File: src/rtl/fp_acc_seq.sv
// Sequencer that streams FP operands into an external adder and accumulates each vector's sum.
// Optional synchronous abort port clear_i is enabled by defining FP_ACC_SEQ_CLEAR_EN.
module fp_acc_seq #(
  parameter int unsigned C_OP    = 16,
  parameter int unsigned ADD_LAT = 1
) (
  input  logic            clk_i,
  input  logic            rst_i,
`ifdef FP_ACC_SEQ_CLEAR_EN
  input  logic            clear_i,
`endif
  input  logic [C_OP-1:0] in_data_i,
  input  logic            in_last_i,
  input  logic            in_valid_i,
  output logic            in_ready_o,
  output logic [C_OP-1:0] add_a_o,
  output logic [C_OP-1:0] add_b_o,
  input  logic [C_OP-1:0] add_res_i,
  output logic [C_OP-1:0] out_data_o,
  output logic            out_valid_o,
  input  logic            out_ready_i,
  output logic            busy_o
);

  localparam int unsigned CNT_W = $clog2(ADD_LAT + 1);

  typedef enum logic [1:0] {
    IDLE  = 2'd0,
    ACCUM = 2'd1,
    WAIT  = 2'd2,
    OUT   = 2'd3
  } state_e;

  state_e           state_q, state_d;
  logic [C_OP-1:0]  acc_q, acc_d;
  logic             last_q, last_d;
  logic [CNT_W-1:0] cnt_q, cnt_d;
  logic             clr_c;

`ifdef FP_ACC_SEQ_CLEAR_EN
  assign clr_c = clear_i;
`else
  assign clr_c = 1'b0;
`endif

  // State and datapath registers
  always_ff @(posedge clk_i or posedge rst_i) begin
    if (rst_i) begin
      state_q <= IDLE;
      acc_q   <= '0;
      last_q  <= 1'b0;
      cnt_q   <= '0;
    end else begin
      state_q <= state_d;
      acc_q   <= acc_d;
      last_q  <= last_d;
      cnt_q   <= cnt_d;
    end
  end

  // The accumulator always feeds operand A; the adder result is only consumed in WAIT
  assign add_a_o = acc_q;

  // Next-state and output decode
  always_comb begin
    state_d     = state_q;
    acc_d       = acc_q;
    last_d      = last_q;
    cnt_d       = cnt_q;
    in_ready_o  = 1'b0;
    out_valid_o = 1'b0;
    out_data_o  = '0;
    add_b_o     = '0;
    busy_o      = (state_q != IDLE);

    unique case (state_q)
      IDLE: begin
        in_ready_o = ~clr_c;
        // First element is loaded verbatim so -0 and NaN payloads survive untouched
        if (in_valid_i && !clr_c) begin
          acc_d   = in_data_i;
          state_d = in_last_i ? OUT : ACCUM;
        end
      end
      ACCUM: begin
        in_ready_o = ~clr_c;
        add_b_o    = in_data_i;
        if (in_valid_i && !clr_c) begin
          last_d  = in_last_i;
          cnt_d   = CNT_W'(ADD_LAT);
          state_d = WAIT;
        end
      end
      WAIT: begin
        if (cnt_q == CNT_W'(1)) begin
          acc_d   = add_res_i;
          state_d = last_q ? OUT : ACCUM;
        end else begin
          cnt_d = cnt_q - CNT_W'(1);
        end
      end
      OUT: begin
        out_valid_o = 1'b1;
        out_data_o  = acc_q;
        if (out_ready_i) begin
          state_d = IDLE;
        end
      end
      default: state_d = IDLE;
    endcase

    // Synchronous abort wins over everything, including a pending output
    if (clr_c) begin
      state_d = IDLE;
      acc_d   = '0;
      last_d  = 1'b0;
      cnt_d   = '0;
    end
  end

endmodule
File: config.mk
export PLATFORM = sky130hd
export DESIGN_NAME = fp_acc_seq
export DESIGN_NICKNAME = d
export VERILOG_FILES = /design/src/rtl/fp_acc_seq.sv
export SDC_FILE = /design/constraint.sdc
export NUM_CORES = 1
export LEC_CHECK = 0
export ABC_CLOCK_PERIOD_IN_PS = 3900
export CORE_MARGIN = 1
export CORE_UTILIZATION = 39
export DETAILED_ROUTE_END_ITERATION = 8
export PLACE_DENSITY = 0.95
export SLEW_MARGIN = 10
export SYNTH_ARGS = -nofsm -noshare
export SYNTH_HDL_FRONTEND = slang
export SYNTH_SLANG_ARGS = --single-unit
File: constraint.sdc
create_clock -name clk_i -period 3.9 [get_ports clk_i]
set_input_delay 0.585 -clock clk_i [delete_from_list [all_inputs] [get_ports clk_i]]
set_output_delay 0.585 -clock clk_i [all_outputs]
set_load 0.03 [all_outputs]
==> flow_summary_export.csv <==
group,metric,value,unit
setup_path,path_cells,"nor2b_1, buf_4, and2_1, clkdlybuf4s50_1",
setup_path,max_stage_delay,0.67,ns
sta,finalMaxSlewViolations,0,
setup_path,endpoint_kind,"primary output",
setup_path,crit_path_start_kind,"flop",
clock_network,clk_pin_slew,0.13,ns
setup_path,worst-path-stages,4,
job,max_cap_violations,0,
synth,yosysTopAreaCell,"dfrtp_1",
synth,syn-num-nets,150,
setup_path,cp_slowest_cell,"clkdlybuf4s50_1",
floorplanning,start_util,42.34,%
synth,postSynthAreaPerCell,11.81,um2
sta,period_minus_slack,3.106,ns
sta,clock.fmax,321.9,MHz
synth,synth-seq-area-share,37.49,%
power_and_ir_drop,leakage,0.9797,nW
sta,clock_skew,0.01701,ns
clock_network,root_buffer,"clkbuf_4",
power_and_ir_drop,sw_frac_of_total,45.18,%
sta,tightestPinTransition,0.7623,ns
floorplanning,fp-row-count,20,
synth,ys_ff_latch,20,
placed_design,dp.cells,237,
outcome,run_status,"finished, final reports clean",
clock_network,numCtsBuffers,3,
final_layout,drive_above_1_share,22.34,%
final_layout,area_delta_synth_final,68.98,%
clock_network,clk_latency,0.31,ns
synth,synth_cell_types,21,
clock_network,tritoncts,"yes",
clock_network,cts.hold.buffers_added,0,
synth,yosys.area.top_type_share,37.49,%
sta,relSlewSlack,49.13,%
sta,fin_setup_tns,0,ns
global_route,grt_use_total,20.36,%
clock_network,postCtsSetupRepairBufs,0,
setup_path,worstPathRequired,3.31,ns
setup_path,reg2regPathDepth,3,
setup_path,crit_family,"buffers and inverters",
final_layout,stdcell_count,241,
sta,timing.final.crit_share,79.64,%
synth,netlist_instances,113,
route,drc,0,
power_and_ir_drop,p_switching,0.0009014,W
synth,syn_area,0.001335,mm2
clock_network,post_cts_resized,0,
setup_path,crit_fanout,26,
synth,synth.top_cells.by_area,"dfrtp_1 (37%), mux2_4 (20%), mux2_2 (13%)",
clock_network,clkSinkCount,20,
final_layout,final_common_cell,"clkdlybuf4s50_1",
placed_design,place.gp.congestion,0.6776,
placed_design,dpl.hpwl,2877,um
power_and_ir_drop,pwr-share-seq,20.8,%
global_route,antenna_found_initial,0,
floorplanning,floorplan.die_area,0.003661,mm2
setup_path,crit_arrival,2.52,ns
global_route,overflow,0,
global_route,grt_pass1_vias,1148,
route,drt_iter0_drc,19,
route,ant_nets,0,
setup_path,critical_path_class,"flop to primary output",
power_and_ir_drop,combPwrFrac,70.7,%
global_route,grt_pass1_wl,5382,um
route,firstDrtPassIters,5,
clock_network,clockBufferDepth,2,
synth,yosys_warnings,0,
setup_path,cp.buffers_inverters,2,
placed_design,numPortBuffers,87,
final_layout,nets,235,
floorplanning,core_area,0.003153,mm2
floorplanning,ios,88,
route,drt-vias-per-instance,4.954,
power_and_ir_drop,power.density,884.3,mW/mm2
floorplanning,die_height,60.51,um
min_path,worstHoldPathType,"flop to flop",
power_and_ir_drop,power.share.clock,8.5,%
global_route,grt_max_degree,27,
route,wl,3664,um
power_and_ir_drop,p_int,0.001094,W
power_and_ir_drop,vdd_ir_drop_max,0.0004874,V
floorplanning,die_w,60.51,um
min_path,worstHoldPathCells,1,
sta,rsz0062_at_grt,"false",
sta,setup_viol,0,
final_layout,layout_common_cells,"clkdlybuf4s50_1 (87), dfrtp_1 (20), mux2_4 (18)",
clock_network,htree_levels,1,
final_layout,antenna_cells,0,
route,wire_per_inst,15.20,um
route,via_count,1194,
sta,final_hold_viol_count,0,
## flip-flops by register name (all words and copies together), names as in the netlist
name     cells
last_q       1
cnt_q        1
add_a_o     16
state_q      2
## per-layer routing
layer  vias up  part of all wire [%]  global-route usage (%)
li1        562                     -                       -
met1       571                    37                   20.64
met2        55                    55                   39.40
met3         6                   6.6                   5.330
met4         0                   1.7                   7.792
met5         -                     0                       0
## cells by family (layout without fill, tap and decap cells)
kind of cell | Yosys count | after routing | share of synthesized area, %
muxes | 34 | 34 | 33.65
buffers and inverters | 12 | 96 | 6.279
AOI/OAI and AO/OA | 5 | 5 | 2.343
DFF | 20 | 20 | 37.49
and+or+nand+nor | 41 | 41 | 19.59
xor gates and xnor gates | 1 | 1 | 0.6562
## power groups by stage
| stage | registers [W] | clock network [W] | logic (W) |
|---|---|---|---|
| global route | 0.000432 | 0.000186 | 0.00147 |
| detailed placement | 0.000420 | 0 | 0.00142 |
| global placement | 0.000407 | 0 | 0.00139 |
| floorplan | 0.000549 | 0 | 0.000783 |
| finish | 0.000414 | 0.000170 | 0.00141 |
| CTS | 0.000415 | 0.000174 | 0.00142 |
## synth_stat cells
library cell	count
and2_1	17
and3_1	14
and3_2	2
buf_12	1
buf_6	3
clkbuf_1	5
dfrtp_1	20
inv_1	3
mux2_2	15
mux2_4	18
mux2i_1	1
nand2_1	3
nor2_1	1
nor2_4	1
nor2b_1	1
nor2b_4	1
o211ai_1	1
o21ai_0	3
o311ai_0	1
or2_2	1
xnor2_1	1
## per-stage QoR
step	utilization [%]	hold WS, ns	cell area (um2)	total power, W	setup WS [ns]
3_3_place_gp	69.88	0.4831	2203	0.001793	1.323
4_1_cts	71.55	0.5316	2256	0.002009	0.7903
3_5_place_dp	69.88	0.5024	2203	0.001835	1.155
6_report	71.55	0.5351	2256	0.001995	0.7939
5_1_grt	71.55	0.5560	2256	0.002093	0.5729
2_1_floorplan	-	0.4754	1335	0.001333	2.038
## area by class of cell
class | count | area [um2]
clock buffer | 3 | 22.52
inverter | 3 | 11.26
timing repair buffer | 89 | 885.9
multi-input combinational | 81 | 750.7
clock inverter | 1 | 30.03
sequential | 20 | 500.5
fill | 235 | 897.1
tap | 44 | 55.05
## worst paths after layout
kind | slack (ns) | from | end
worst min register to register | 0.54 | last_q | last_q
worst max register to register | 1.68 | state_q[1] | add_a_o[0]
worst max-delay path | 0.79 | state_q[1] | add_b_o[4]
max in group asynchronous | 2.71 | rst_i | add_a_o[9]
min in group asynchronous | 0.70 | rst_i | state_q[0]
worst min-delay path | 0.54 | last_q | last_q
(Power assumes the default switching activity.)
